<file path="config.mk">
export PLATFORM = sky130hd
export DESIGN_NAME = regfile_wb_arbiter
export DESIGN_NICKNAME = d
export VERILOG_FILES = /design/src/rtl/cpu_types_pkg.sv /design/src/rtl/rr_arbiter.sv /design/src/rtl/regfile_wb_arbiter.sv
export SDC_FILE = /design/constraint.sdc
export NUM_CORES = 1
export LEC_CHECK = 0
export ABC_AREA = 1
export CORE_AREA = 2 2 104 106
export DETAILED_ROUTE_END_ITERATION = 10
export DIE_AREA = 0 0 106 108
export PLACE_DENSITY = 0.83
export SYNTH_ARGS = -nofsm -noshare
export SYNTH_HDL_FRONTEND = slang
export SYNTH_HIERARCHICAL = 1
export SYNTH_SLANG_ARGS = --single-unit
</file>
<file path="constraint.sdc">
create_clock -name CLK -period 3 [get_ports CLK]
set_input_delay 0.75 -clock CLK [delete_from_list [all_inputs] [get_ports CLK]]
set_output_delay 0.75 -clock CLK [all_outputs]
set_load 0.01 [all_outputs]
</file>
<file path="src/rtl/cpu_types_pkg.sv">
// Shared CPU types: register-select/word types and the writeback request payload.
package cpu_types_pkg;

  localparam int unsigned WORD_BITS   = 32;
  localparam int unsigned REGSEL_BITS = 5;
  localparam int unsigned NREGS       = 32;
  localparam int unsigned WB_NREQ     = 2;

  typedef logic [WORD_BITS-1:0]   word_t;
  typedef logic [REGSEL_BITS-1:0] regbits_t;

  typedef struct packed {
    regbits_t wsel;
    word_t    wdat;
  } wb_req_t;

  // One-hot register mask for a destination select.
  function automatic logic [NREGS-1:0] reg_onehot(input regbits_t r);
    reg_onehot = NREGS'(1) << r;
  endfunction

endpackage

</file>
<file path="src/rtl/rr_arbiter.sv">
// Combinational round-robin arbiter: first requester at or after ptr_i, with wrap.
module rr_arbiter #(
  parameter  int unsigned N     = 2,
  localparam int unsigned PTR_W = (N > 1) ? $clog2(N) : 1
) (
  input  logic [N-1:0]     req_i,
  input  logic [PTR_W-1:0] ptr_i,
  output logic [N-1:0]     grant_o
);

  logic found;

  // Pass one covers [ptr, N-1]; pass two wraps to [0, ptr-1].
  always_comb begin
    grant_o = '0;
    found   = 1'b0;
    for (int unsigned i = 0; i < N; i++) begin
      if (!found && req_i[i] && (PTR_W'(i) >= ptr_i)) begin
        grant_o[i] = 1'b1;
        found      = 1'b1;
      end
    end
    for (int unsigned i = 0; i < N; i++) begin
      if (!found && req_i[i]) begin
        grant_o[i] = 1'b1;
        found      = 1'b1;
      end
    end
  end

endmodule

</file>
<file path="src/rtl/regfile_wb_arbiter.sv">
// Shares the register-file write port among NREQ writeback requesters, each with a
// one-entry holding buffer drained round-robin; exports a pending-write mask.
module regfile_wb_arbiter
  import cpu_types_pkg::*;
#(
  parameter int unsigned NREQ   = WB_NREQ,
  parameter int unsigned WORD_W = WORD_BITS,
  parameter int unsigned SEL_W  = REGSEL_BITS
) (
  input  logic                   CLK,
  input  logic                   nRST,
  input  logic [NREQ-1:0]        req_valid,
  output logic [NREQ-1:0]        req_ready,
  input  logic [NREQ*SEL_W-1:0]  req_wsel,
  input  logic [NREQ*WORD_W-1:0] req_wdat,
  output logic                   WEN,
  output logic [SEL_W-1:0]       wsel,
  output logic [WORD_W-1:0]      wdat,
  output logic [NREGS-1:0]       pend_mask,
  output logic                   idle
);

  localparam int unsigned PTR_W = (NREQ > 1) ? $clog2(NREQ) : 1;

  logic [NREQ-1:0]  full_q, full_d;
  logic [NREQ-1:0]  grant;
  logic [NREQ-1:0]  accept;
  wb_req_t          buf_q [NREQ];
  wb_req_t          buf_d [NREQ];
  logic [PTR_W-1:0] ptr_q, ptr_d;
  logic [PTR_W-1:0] gidx;

  rr_arbiter #(.N(NREQ)) u_arb (
    .req_i   (full_q),
    .ptr_i   (ptr_q),
    .grant_o (grant)
  );

  // A buffer being drained this cycle can be refilled on the same edge.
  assign req_ready = ~full_q | grant;
  assign accept    = req_valid & req_ready;

  always_comb begin
    gidx  = '0;
    ptr_d = ptr_q;
    for (int unsigned i = 0; i < NREQ; i++) begin
      if (grant[i]) gidx = PTR_W'(i);
    end
    if (|grant) ptr_d = (gidx == PTR_W'(NREQ - 1)) ? '0 : gidx + PTR_W'(1);
  end

  always_comb begin
    for (int unsigned i = 0; i < NREQ; i++) begin
      full_d[i] = accept[i] | (full_q[i] & ~grant[i]);
      buf_d[i]  = buf_q[i];
      if (accept[i]) begin
        buf_d[i].wsel = regbits_t'(req_wsel[i*SEL_W +: SEL_W]);
        buf_d[i].wdat = word_t'(req_wdat[i*WORD_W +: WORD_W]);
      end
    end
  end

  always_ff @(posedge CLK) begin
    if (!nRST) begin
      full_q <= '0;
      ptr_q  <= '0;
      for (int unsigned i = 0; i < NREQ; i++) buf_q[i] <= '0;
    end else begin
      full_q <= full_d;
      ptr_q  <= ptr_d;
      for (int unsigned i = 0; i < NREQ; i++) buf_q[i] <= buf_d[i];
    end
  end

  // Write port is a pure function of registered buffer state and the grant.
  always_comb begin
    WEN  = |grant;
    wsel = '0;
    wdat = '0;
    for (int unsigned i = 0; i < NREQ; i++) begin
      if (grant[i]) begin
        wsel = wsel | SEL_W'(buf_q[i].wsel);
        wdat = wdat | WORD_W'(buf_q[i].wdat);
      end
    end
  end

  always_comb begin
    pend_mask = '0;
    for (int unsigned i = 0; i < NREQ; i++) begin
      if (full_q[i]) pend_mask = pend_mask | reg_onehot(buf_q[i].wsel);
    end
    pend_mask[0] = 1'b0;
  end

  assign idle = ~|full_q;

`ifndef SYNTHESIS
  // Two requesters must never hold writes to the same nonzero register.
  always @(posedge CLK) begin
    if (nRST) begin
      for (int unsigned i = 0; i < NREQ; i++) begin
        for (int unsigned j = i + 1; j < NREQ; j++) begin
          assert (!(full_q[i] && full_q[j] && (buf_q[i].wsel == buf_q[j].wsel) &&
                    (buf_q[i].wsel != '0)))
            else $error("duplicate outstanding write to r%0d", buf_q[i].wsel);
        end
      end
    end
  end
`endif

endmodule

</file>
After elaboration in Yosys (flattened, before gate mapping)
Memory sizes are Yosys's and may differ from the RTL's. Cells that the tools add are included.

Mux-type cells: 20. Magnitude comparators: 2. Bitwise gates (word level): 14. Add/sub/neg operators: 1. Reduce and logical (&&, ||, !) cells: 11. Shifts and indexed selects: 2.

Operator list (count): two-way mux 37 bit (4); two-way mux 32 bit (4); bitwise OR 32 bit (2); << shifter 1 x 5 -> 32 bit, first input constant (2); two-way mux 1 bit (10); two-way mux 5 bit (2); logical AND 1 bit (5); bitwise OR 5 bit (1); zero test 1 bit (4); bitwise OR 1 bit (4); OR reduction 2 bit (2); AND 1 bit (2); AND 2 bit (1); >= comparator 1 bit, first input constant (2); inverter 1 bit (2); inverter 2 bit (1); bitwise OR 2 bit (1); adder 1 bit, second input constant (1).

Register bits: 3. Memories kept: 1. Logic and storage cells: 53. Bits in writable memories: 74.

Memories: buf_q (words 2, width 37, rd ports 2, clocked after Yosys merged registers in 0, write ports 2, RTL line regfile_wb_arbiter.sv:28) `wb_req_t buf_q [NREQ];`.

Longest topological paths before layout
Gate-level depths: netlist of run 1.

Depth after elaboration: 17. Mapped depth: 10. Mapped depth without buffers: 7.

Cells and area by module
The synthesis of run 1 kept the hierarchy.

By module, submodules not included: regfile_wb_arbiter (cells each 699, instances 1, area each 4558.1 µm²); rr_arbiter (cells each 4, instances 1, area each 27.5 µm²).

Worst setup path after synthesis of run 1
Ideal clock, no wire load.

Kind: register to output. Start point: reg full_q[1]. End point: out wdat[22]. Stages on the path, launching flop included: 6. Path buffers: 2. Setup slack: 1013 ps. Arrival time: 1237 ps. Data required time: 2250 ps. Cell sequence: dfxtp_1 -> inv_1 -> a21oi_2 -> buf_6 -> clkbuf_1 -> a22o_1.

Longest elaborated chain between the ends: 10.

Ends and longest elaborated chain: start: declaration (RTL line regfile_wb_arbiter.sv:25) `logic [NREQ-1:0] full_q, full_d;`; start signal: assignment (RTL line regfile_wb_arbiter.sv:69) `full_q <= full_d;`; logical AND 1 bit (2 in a row) (RTL line rr_arbiter.sv:18) `if (!found && req_i[i] && (PTR_W'(i) >= ptr_i)) begin`; two-way mux 1 bit (RTL line rr_arbiter.sv:18); zero test 1 bit (RTL line rr_arbiter.sv:24) `if (!found && req_i[i]) begin`; logical AND 1 bit (RTL line rr_arbiter.sv:24); two-way mux 1 bit (RTL line rr_arbiter.sv:24); zero test 1 bit (RTL line rr_arbiter.sv:24); logical AND 1 bit (RTL line rr_arbiter.sv:24); two-way mux 1 bit (*) (RTL line rr_arbiter.sv:24); named net grant[1] (RTL line regfile_wb_arbiter.sv:26) `logic [NREQ-1:0] grant;`; two-way mux 32 bit (*) (RTL line regfile_wb_arbiter.sv:81) `if (grant[i]) begin`; end: declaration (RTL line regfile_wb_arbiter.sv:18) `output logic [WORD_W-1:0] wdat,`.

The timed path passes the listed nets; every way through them passes the cells marked *.

Final worst setup path of run 1
Start point: reg full_q[0]. End point: out wdat[24].

RTL lines: logical AND 1 bit (RTL line rr_arbiter.sv:18); two-way mux 1 bit (RTL line rr_arbiter.sv:18); zero test 1 bit (RTL line rr_arbiter.sv:18); logical AND 1 bit (2 in a row) (RTL line rr_arbiter.sv:18); two-way mux 1 bit (RTL line rr_arbiter.sv:18); zero test 1 bit (RTL line rr_arbiter.sv:24); logical AND 1 bit (RTL line rr_arbiter.sv:24); two-way mux 1 bit (*) (RTL line rr_arbiter.sv:24); named net grant[0] (RTL line regfile_wb_arbiter.sv:26); two-way mux 32 bit (*) (RTL line regfile_wb_arbiter.sv:81); bitwise OR 32 bit (RTL line regfile_wb_arbiter.sv:83) `wdat = wdat | WORD_W'(buf_q[i].wdat);`; two-way mux 32 bit (*) (RTL line regfile_wb_arbiter.sv:81).

Marked as above.

==> results.txt, run 1 <==
- Run status: completed
- Once detail routing completed, the nets flagged for antenna violations numbered 0.
* R2R depth: 7
- Register bit total from synthesis: 77
- From left edge to right edge, the die measures 106 um.
- The initial utilization of the core area, before any placement, comes to 44.8%.
- Clock transition at the register clock pins on the worst setup and hold paths after CTS: 0.08 ns
* Via count normalized by instance count: 5.04
* Number of cells traversed by the worst hold path: 2
- The total area inside the core boundary comes to 10,200 um^2.
- The final max-slew violation count came to 0.
- Total placed cells including tap cells: 944
- Total DRC errors in the routed layout: 0
- Compound-Gate Fraction of Synth Area: 15.5%
- Fill cells in the final layout number 951.
- The count of cells in the finished layout, fillers not included, comes to 961.
- Largest net degree at the start of global routing: 76
- The number of hold violations in the final report came to 0.
* CP Capture Point: wdat[24]
* Net count of the mapped netlist: 781
* Transition time at the pin with the least slew margin: 0.809 ns
- Main combinational cell family by area after synthesis: simple AND/OR/NAND/NOR gates
- In this run the critical register-to-register path is launched from full_q[0].
- For the final database, setup skew stands at 0.0135 ns.
* Detailed-route wire length per cell: 13.5 um
- Count of distinct cell types in the synthesized netlist: 25
- Setup slack on the worst reg-to-reg path comes out at 0.97 ns.
* Portion of synthesized cell area occupied by the leading cell type: 33.6%
* CTS max path bufs: 2
* Post-Synth Adder-Cell Area: 0%
- Drt total wl: 12,900 um
- Post-synthesis instance area: 4590 um^2
- CTS tree: done
- CTS saw 77 sinks.
* Area after DPL: 6030 um^2
* Share of the core filled with cells: 61.1%
- Dominant cell by count in the synthesized netlist: sky130_fd_sc_hd__nand2_1
* Yosys warnings: 6
- Hold_sp: buf_q[0][45]
* Crit Path Category: reg2out
* Xor and xnor area share after synthesis: 0%
- Proportion of synthesized area in mux cells: 0%
- Critical path launch point type: flip-flop
- Max-Slew Margin vs Limit: 46.1%
* Maximum net fanout on the critical path: 28
- Worst setup path startpoint: full_q[0]
- Initial drt markers: 321
- The share of the Yosys chip area taken by registers is 33.6%.
* Post-route cell area: 6250 um^2
- For the finished layout, the period the worst path requires is 2.87 ns.
- For this design, the CTS-stage hold fixing added 0 buffers.
- VDD IR max: 0.266 mV
- The routed layout has 4,840 vias.
* Count of nets after finishing: 898
* Worst EP arrival: 2.12 ns
- TritonCTS buffer count: 9
* Max-cap violation count: 0
- In this run the vertical extent of the chip is 108 um.
- Clock latency on the worst-skew pair, taken at its later pin, is 0.35 ns.
- In this run, synthesis inferred 0 flip-flops with an integrated enable.
- Endpoint class of the critical path: output pin
- Destination of the worst register-to-register timing path: buf_q[0][28]
* Wire length of the first global-routing pass: 21,400 um
- In the final layout, flip-flops and latches occupy 1540 um^2.
* Worst EP required: 2.25 ns
- The synthesized netlist devotes 35.2% of its cell area to simple gates.
- Standard-cell rows: 37
* Detailed-placement wirelength estimate: 9010 um
- The tightest min-delay check is of the reg2reg type.
* ANT cells: 0
- DRT Pass-1 Iters: 5
- Number of endpoints failing setup at the final stage: 0
- Synth cell count leaders: sky130_fd_sc_hd__nand2_1, sky130_fd_sc_hd__nor2_1, sky130_fd_sc_hd__inv_1, sky130_fd_sc_hd__nand3_1, sky130_fd_sc_hd__dfxtp_1
* Boundary Pins: 151
- Area growth from synthesis to layout: 36.3%
- In the final layout, the share of cells above drive strength 1 is 7.52%.
- Final weighted congestion of routability-driven global placement: 0.958
- Global routing finished with a remaining overflow of 0.
- Counting every instance in the synthesized netlist gives 703.
- Total of buffers placed on input and output ports: 149
- Top area cells in the synthesized netlist: sky130_fd_sc_hd__dfxtp_1, sky130_fd_sc_hd__nand2_1, sky130_fd_sc_hd__nand3_1
- Clock root buffer: sky130_fd_sc_hd__clkbuf_8
- Unrepaired setup endpoints after global routing: no
- Ratio of total power to cell area: 421 nW/um^2
* Maximum achievable frequency: 0.349 GHz
- Die Outline Area: 11,400 um^2
- Counting flops with an async set or reset pin after synthesis yields a share of 0%.
- The largest total area in the synthesized netlist belongs to sky130_fd_sc_hd__dfxtp_1.
- After routing, the total negative slack on setup checks comes to 0 ns.
- Multi-input logic area: 2340 um^2
- CTS H-Tree Depth: 3
- Most used DFF post-synth: sky130_fd_sc_hd__dfxtp_1
* Vias in the first global route: 4,467
* Initial antenna violation count: 0
- Dividing the synthesized area by the synthesized cell count gives 6.52 um^2.
- GRT Overall Usage: 23.0%
- Static Leak: 2.97 nW
- The worst path uses 95.5% of the clock period.
==> worst max-delay path: stages (launching register included) <==
cell and delay, ns:
sky130_fd_sc_hd__dfxtp_1 0.48, sky130_fd_sc_hd__a21boi_4 0.34, sky130_fd_sc_hd__buf_12 0.22, sky130_fd_sc_hd__a22o_1 0.18, sky130_fd_sc_hd__clkdlybuf4s50_1 0.54
==> layer usage <==
layer  wire (um)  GRT usage, %  up-vias
li1            -             -     2490
met3        1080          4.70       20
met1        5640          29.4     2117
met5           0             0        -
met2        5940          37.8      213
met4         282          9.49        0
==> where the power goes <==
group | switching [W] | internal [W]
clock | 0.000377 | 0.000414
sequential | 0.0000709 | 0.00111
combinational | 0.000343 | 0.000320
total | 0.000790 | 0.00184
==> state kept, by name, indices dropped and copies added, names as in the netlist <==
signal / flops
full_q: 2
buf_q: 74
ptr_q: 1
==> kinds of logic (layout without fill, tap and decap cells) <==
| kind of cell | Yosys count | after routing |
|---|---|---|
| flip-flops | 77 | 77 |
| buffers and inverters | 152 | 274 |
| other | 1 | 1 |
| AO/OA/AOI/OAI | 115 | 115 |
| AND/OR/NAND/NOR | 358 | 358 |
==> area by class of cell <==
type	count	share of cell area [%]
Clock inverter	4	0.901
Inverter	95	5.87
Timing Repair Buffer	163	26.0
Sequential cell	77	24.7
Tap cell	136	2.72
Multi-Input combinational cell	474	37.5
Clock buffer	12	2.32
==> per-stage QoR <==
step                      setup slack (ns)  hold WS [ns]  power, W
after global routing               0.00501         0.523   0.00278
after global placement               0.449         0.461   0.00185
final                                0.134         0.490   0.00263
after CTS                           0.0295         0.491   0.00265
after detailed placement             0.409         0.471   0.00186
after floorplan                       1.01         0.452   0.00159
==> cells in the final DEF (no fill, tap or decap) <==
cell type                         Yosys  layout
sky130_fd_sc_hd__inv_1               92      92
sky130_fd_sc_hd__clkbuf_8             0      10
sky130_fd_sc_hd__clkdlybuf4s50_1      0     146
sky130_fd_sc_hd__o22ai_1              4       4
sky130_fd_sc_hd__nor2_2               2       3
sky130_fd_sc_hd__nor2_1              94      93
sky130_fd_sc_hd__conb_1               1       1
sky130_fd_sc_hd__nand2_4              1       1
sky130_fd_sc_hd__nand2_2              1       1
sky130_fd_sc_hd__nor3_1               3       3
sky130_fd_sc_hd__buf_4                3      10
sky130_fd_sc_hd__a21oi_1             76      76
sky130_fd_sc_hd__buf_12               0       3
sky130_fd_sc_hd__buf_6               12       1
sky130_fd_sc_hd__dfxtp_1             77      75
sky130_fd_sc_hd__dfxtp_2              0       2
sky130_fd_sc_hd__nand4_1             11      11
sky130_fd_sc_hd__nand3_1             78      78
sky130_fd_sc_hd__a21boi_4             0       1
sky130_fd_sc_hd__inv_6                2       3
sky130_fd_sc_hd__clkinv_4             0       2
sky130_fd_sc_hd__clkinv_1             1       1
sky130_fd_sc_hd__a22o_1              32      32
sky130_fd_sc_hd__bufinv_16            0       1
sky130_fd_sc_hd__a21oi_4              0       1
sky130_fd_sc_hd__o21ai_0              1       1
sky130_fd_sc_hd__clkbuf_1            10       2
sky130_fd_sc_hd__nand3_2             20      20
sky130_fd_sc_hd__buf_2               28       3
sky130_fd_sc_hd__nand2_1            148     148
==> worst min path at each step <==
stage,endpoint
2_1_floorplan,buf_q[0][12]
3_3_place_gp,buf_q[0][41]
3_5_place_dp,buf_q[0][45]
4_1_cts,buf_q[0][68]
5_1_grt,buf_q[0][4]
6_report,buf_q[0][45]
==> repair_timing <==
action / 4_1_cts / 5_1_grt
buffers inserted: 0 / 1
endpoints found under the setup margin: 0 / 36
resized for setup: 0 / 4
Note: power is estimated with default switching activity, not from simulation.
==> run 2, diff against run 1 <==
- SLEW_MARGIN: unset -> 25
- TNS_END_PERCENT: unset -> 100
- clock period: 3 -> 3.6 ns (I/O delays scaled with it)
==> results.txt, run 2 (synthesis results as in run 1) <==
- The number of standard cells in the layout, taps in and fillers out came to 955 (-0.62%).
* Total DRC errors in the routed layout: 0 (unchanged)
* Total power consumption of the routed design: 0.00216 W (-18%)
* Max Slew Vio Count: 0 (unchanged)
- Maximum achievable frequency: 0.309 GHz
- The remaining number of nets flagged by the antenna check after routing was 0 (unchanged).
- Post-Place Setup Slack: 0.747 ns (+0.338 ns)
- Leaving out fill and tap cells, the most frequent cell in the layout is sky130_fd_sc_hd__nand2_1.
* Stage delay of the slowest cell on the critical path: 0.55 ns (about the same)
* CP max-delay cell: sky130_fd_sc_hd__dfxtp_1
* Type of the most critical hold path: reg2reg
* CTS H-Tree Depth: 3 (unchanged)
- Worst EP required: 2.70 ns (+0.45 ns)
* Hold violation count in the final report: 0 (unchanged)
- The register-to-register path setup slack came to 1.22 ns (+0.25 ns).
- Crit path time final: 3.24 ns
- The routed wire length was 12,300 um (-4.6%).
* VDD IR max: 0.196 mV (-26%)
* Boundary Pins: 151 (unchanged)
- Endpoint class of the critical path: output pin
- Cts-stage hold buffer count: 0 (unchanged)
- TNS Setup: 0 ns (unchanged)
- Via count normalized by instance count: 5.02 (-0.39%)
* Die Outline Area: 11,400 um^2 (unchanged)
- Static Leak: 2.93 nW (-1.4%)
* Cell family with the largest share of critical-path delay: buffers and inverters
* Number of endpoints failing setup at the final stage: 0 (unchanged)
* Registers with the most flip-flops: buf_q: 74 flops, full_q: 2 flops, ptr_q: 1 flops
- Largest net degree at the start of global routing: 76 (unchanged)
- The data arrival time of the worst path came to 2.34 ns (+0.22 ns).
- DRT Pass-1 Iters: 5 (unchanged)
* Clock transition at the register clock pins on the worst setup and hold paths after CTS: 0.08 ns (about the same)
- The final critical-path setup slack came to 0.359 ns (+0.225 ns).
- The final instance area was 6200 um^2 (-0.80%).
- ANT cells: 0 (unchanged)
* Unrepaired setup endpoints after global routing: no
* CTS Sinks: 77 (unchanged)
- The global-route usage over all layers was 21.3% (-1.6 points).
- Total placed cells including tap cells: 939 (-0.53%)
- The global-route wire length before repair came to 20,300 um (-5.1%).
* Initial antenna violation count: 0 (unchanged)
* Count of buffer and inverter cells on the critical path: 2 (unchanged)
- Final weighted congestion of routability-driven global placement: 1.00 (+4.6%)
- The number of instances resized during post-cts repair came to 0 (unchanged).
- Max reg flops: 74 (unchanged)
- The area of the core region is 10,200 um^2 (unchanged).
- The maximum buffer depth of the clock tree came to 2 (unchanged).
- The effective utilization at floorplan came to 44.8% (unchanged).
* Run status: completed
- The cell area power density came to 349 nW/um^2 (-17%).
- Detailed-route wire length per cell: 12.9 um (-4.1%)
- The number of global-route vias before repair was 4,242 (-5.0%).
- The site row count is 37 (unchanged).
- The final layout net count came to 892 (-0.67%).
- Maximum net fanout on the critical path: 11 (-61%)
- The number of violations reported at the end of detailed-routing iteration 0 is 254 (-21%).
- The cell sitting at the root of the clock tree is a sky130_fd_sc_hd__clkbuf_8.
- In the finished design, the share of the clock period the worst path needs comes to 90.0%.
- Max-cap violation count: 0 (unchanged)
- The number of buffers inserted during clock tree synthesis was 9 (unchanged).
* Fraction of layout instances using a drive strength above 1: 6.47% (-1.0 points)
- The count of input and output buffers was 149 (unchanged).
- Critical path launch point type: flip-flop
* Most frequent cells in the layout: sky130_fd_sc_hd__nand2_1, sky130_fd_sc_hd__clkdlybuf4s50_1, sky130_fd_sc_hd__nor2_1
- Area after DPL: 6010 um^2 (-0.41%)
* Area growth from synthesis to layout: 35.2%
- Ordered cell list for the critical path: clkinv_1, nor2_2, nand3_1, nand2_1, clkdlybuf4s50_1
- Clock insertion delay at the later pin of the skew report: 0.34 ns (about the same)
- The slew of the pin with the lowest slew margin came to 0.815 ns (+0.00597 ns).
- The headroom to the max-slew limit came to 45.7% (-0.40 points).
* Most flop-heavy register: buf_q
- Total via count after detailed routing: 4,791 (-1.0%)
- The width of the die is 106 um (unchanged).
* Detailed-placement wirelength estimate: 8320 um (-7.6%)
* Worst clock skew: 0.0103 ns (-0.00326 ns)
- The total setup buffers inserted after CTS was 0 (unchanged).
- The floorplan die height came to 108 um (unchanged).
- Crit Path Category: reg2out
* CTS tree: done
- Gr ovfl total: 0 (unchanged)
[run 2: power breakdown]
part / switching (W) / internal [W] / total [W] / leakage [nW]
Clock: 0.000318 / 0.000322 / 0.000640 / 0.0858
Combinational: 0.000281 / 0.000262 / 0.000543 / 2.20
Sequential: 0.0000576 / 0.000924 / 0.000982 / 0.639
Total: 0.000656 / 0.00151 / 0.00216 / 2.93
[run 2: worst reg2reg max path: cells and delay by family (launching register included)]
family                 cells  cell delay (ns)
DFF                        1             0.50
AOI/OAI and AO/OA          1             0.30
buffers and inverters      4             1.07
and+or+nand+nor            4             0.41
[run 2: cell type report]
class / instances / area, um^2
fillers: 956 / 4030
inverters: 95 / 367
well taps: 136 / 170
flip-flops and latches: 77 / 1540
clock buffers: 11 / 131
repair buffers: 157 / 1590
clock inverters: 5 / 61.3
multi-input cells: 474 / 2340
[run 2: per-layer routing]
metal  vias up  wire length (um)  global-route usage (%)
li1       2467                 -                       -
met2       215              5700                    35.8
met1      2096              5500                    28.3
met3        13              1010                    4.10
met4         0               128                    5.83
met5         -                 0                       0
[run 2: worst paths after layout]
| check | startpoint | endpoint | cells after the start |
|---|---|---|---|
| worst max-delay path | buf_q[0][73] | pend_mask[16] | 5 |
| worst max register to register | full_q[1] | buf_q[0][48] | 9 |
| worst min-delay path | buf_q[0][66] | buf_q[0][66] | 2 |
| worst min register to register | buf_q[0][66] | buf_q[0][66] | 2 |
[run 2: through the flow]
stage          utilization [%]  hold WS, ns
2_1_floorplan                -        0.452
3_3_place_gp              58.7        0.461
3_5_place_dp              58.7        0.470
4_1_cts                   60.6        0.489
5_1_grt                   60.6        0.511
6_report                  60.6        0.487
==> run 3, diff against run 2 <==
- CORE_AREA: 2 2 104 106 -> 2 2 108 110
- DIE_AREA: 0 0 106 108 -> 0 0 110 112
- PLACE_DENSITY: 0.83 -> 0.81
- SKIP_LAST_GASP: unset -> 1
- clock period: 3.6 -> 2.8 ns (I/O delays scaled with it)
==> results.txt, run 3 (synthesis results as in run 1) <==
* Boundary Pins: 151 (unchanged)
* Number of nets with antenna violations after routing: 0 (unchanged)
- Seq pwr share: 40.3% (-5.0 points)
* Gr ovfl total: 0 (unchanged)
- Clock transition at the register clock pins on the worst setup and hold paths after CTS: 0.06 ns (-0.02 ns)
- Detailed-placement wirelength estimate: 8930 um (+7.3%)
- TritonCTS built the clock tree.
- The summed negative setup slack over all endpoints was 0 ns (unchanged).
- CTS max path bufs: 2 (unchanged)
* Psw: 0.000902 W (+38%)
- Post-Place Setup Slack: 0.253 ns (-0.493 ns)
* DIE WIDTH: 110 um (+3.8%)
- Cts-stage hold buffer count: 0 (unchanged)
- The fraction of layout cells with a size suffix above 1 is 8.32% (+1.9 points).
- The proportion of power drawn by combinational gates came to 23.1% (-2.0 points).
* Max-Slew Margin vs Limit: 45.3% (-0.35 points)
* Hold violation count in the final report: 0 (unchanged)
- Counting I/O delays and the setup requirement, the final critical path takes 2.70 ns.
* Final standard cell count with taps included and fillers excluded: 972 (+1.8%)
* GRT Overall Usage: 21.2% (-0.18 points)
- Most frequent cells in the layout: sky130_fd_sc_hd__nand2_1, sky130_fd_sc_hd__clkdlybuf4s50_1, sky130_fd_sc_hd__nor2_1
- The worst setup path is of the reg2out kind.
* Via count normalized by instance count: 5.00 (-0.33%)
* Max reg flops: 74 (unchanged)
* Most common library cell in the layout ignoring fill and taps: sky130_fd_sc_hd__nand2_1
- Registers with the most flip-flops: buf_q: 74 flops, full_q: 2 flops, ptr_q: 1 flops
- The largest driver fanout on the critical path was 6 (-5).
- Initial drt markers: 272 (+7.1%)
- The share of power burned in the clock network was 36.5% (+6.9 points).
- Initial antenna violation count: 0 (unchanged)
- Final critical-path setup slack: 0.0950 ns (-0.264 ns)
- The number of global-route vias before repair came to 4,362 (+2.8%).
* Run status: completed
* Detailed-route wire length per cell: 13.4 um (+3.7%)
- buf_q holds more flip-flops than any other register.
- Final weighted congestion of routability-driven global placement: 0.906 (-9.6%)
- Number of endpoints failing setup at the final stage: 0 (unchanged)
- STA classifies the critical path startpoint as a flip-flop.
* Worst EP arrival: 2.00 ns (-0.34 ns)
- The worst endpoint required time came to 2.10 ns (-0.60 ns).
- VDD IR max: 0.312 mV (+59%)
- ANT cells: 0 (unchanged)
* Internal portion of total power: 0.00223 W (+48%)
* Largest net degree at the start of global routing: 76 (unchanged)
- Transition time at the pin with the least slew margin: 0.820 ns (+0.00522 ns)
- STA classifies the critical path endpoint as an output pin.
- Type of the most critical hold path: reg2reg
* Maximum achievable frequency: 0.370 GHz
- Switching share of total power: 28.8% (-1.5 points)
* Ratio of total power to cell area: 490 nW/um^2 (+40%)
* CTS Sinks: 77 (unchanged)
- Wire length of the first global-routing pass: 21,200 um (+4.5%)
- The final layout net count came to 903 (+1.2%).
- The final critical path takes up 96.6% of the cycle.
- The full die area is 12,300 um^2 (+7.6%).
- The reported max-cap violation count was 0 (unchanged).
* Share of the core filled with cells: 57.3% (-3.3 points)
- The final max-slew violation count came to 0 (unchanged).
- The static leakage came to 3.02 nW (+3.1%).
- Clock root buffer: sky130_fd_sc_hd__clkbuf_16
* Floorplan core area: 11,200 um^2 (+9.2%)
- The number of DRC violations after detailed routing was 0 (unchanged).
* Clock insertion delay at the later pin of the skew report: 0.33 ns (about the same)
- The floorplan die height is 112 um (+3.7%).
- Traced cell by cell, the critical path runs through a21boi_4, buf_4, inv_6, o22ai_1, clkdlybuf4s50_1.
- The number of buffers inserted during clock tree synthesis came to 9 (unchanged).
- Starting utilization of the core area: 41.0% (-3.8 points)
- Worst clock skew: 0.00666 ns (-0.00362 ns)
- The final-layout worst hold slack is 0.480 ns (-0.00640 ns).
- The number of search-and-repair iterations in the first detailed-routing pass was 5 (unchanged).
- CP max-delay cell: sky130_fd_sc_hd__clkdlybuf4s50_1
- Total of buffers placed on input and output ports: 149 (unchanged)
- From synthesis to final layout, the design area changed by 39.6%.
* Drt total wl: 13,000 um (+5.5%)
- Standard-cell rows: 39 (+5.4%)
* Total via count after detailed routing: 4,860 (+1.4%)
- Total placed cells including tap cells: 955 (+1.7%)
* Stage delay of the slowest cell on the critical path: 0.57 ns (+0.02 ns)
- The H-tree level count came to 3 (unchanged).
- Unrepaired setup endpoints after global routing: no
run 3: worst paths after layout:
kind                start  slack [ns]  depth (start not counted)      endpoint
max reg2reg     full_q[0]        0.73                          8  buf_q[0][14]
max             full_q[0]         0.1                          5       wsel[0]
min          buf_q[0][60]        0.48                          2  buf_q[0][60]
min reg2reg  buf_q[0][60]        0.48                          2  buf_q[0][60]
run 3: final cells by class:
type,instances,area [um^2]
clock buffer,10,229
clock inverter,5,61.3
tap,143,179
inverter,95,370
timing repair buffer,168,1670
sequential,77,1550
fill,1084,4770
multi-input combinational,474,2340
run 3: metrics by stage:
stage                     area, um^2  total power (W)
after floorplan                 4590          0.00171
after global placement          6070          0.00199
after detailed placement        6070          0.00200
after CTS                       6370          0.00315
after global routing            6400          0.00329
final                           6400          0.00313
run 3: per-layer routing:
metal / wire length [um] / up-vias / global-route usage, %
met5: 0 / - / 0
li1: - / 2488 / -
met1: 5850 / 2167 / 28.7
met2: 5890 / 187 / 32.8
met4: 212 / 0 / 6.67
met3: 1080 / 18 / 5.33
run 3: repair_timing:
item	CTS	global route
resized for setup	3	3
buffers inserted	0	2
endpoints found under the setup margin	31	28
hold endpoints to repair	0	0
pin swaps	0	1
run 3: power by group through the flow:
| stage | Sequential [W] | Combinational, W | Clock (W) |
|---|---|---|---|
| floorplan | 0.00126 | 0.000451 | 0 |
| global placement | 0.00129 | 0.000702 | 0 |
| detailed placement | 0.00129 | 0.000716 | 0 |
| CTS | 0.00126 | 0.000718 | 0.00117 |
| global route | 0.00128 | 0.000797 | 0.00122 |
| finish | 0.00126 | 0.000725 | 0.00115 |
run 3: worst max-delay path, delay by kind of cell, from the launching register on:
family	cells	cell delay, ns
flops	1	0.40
compound gates	2	0.48
buf+inv	3	0.80
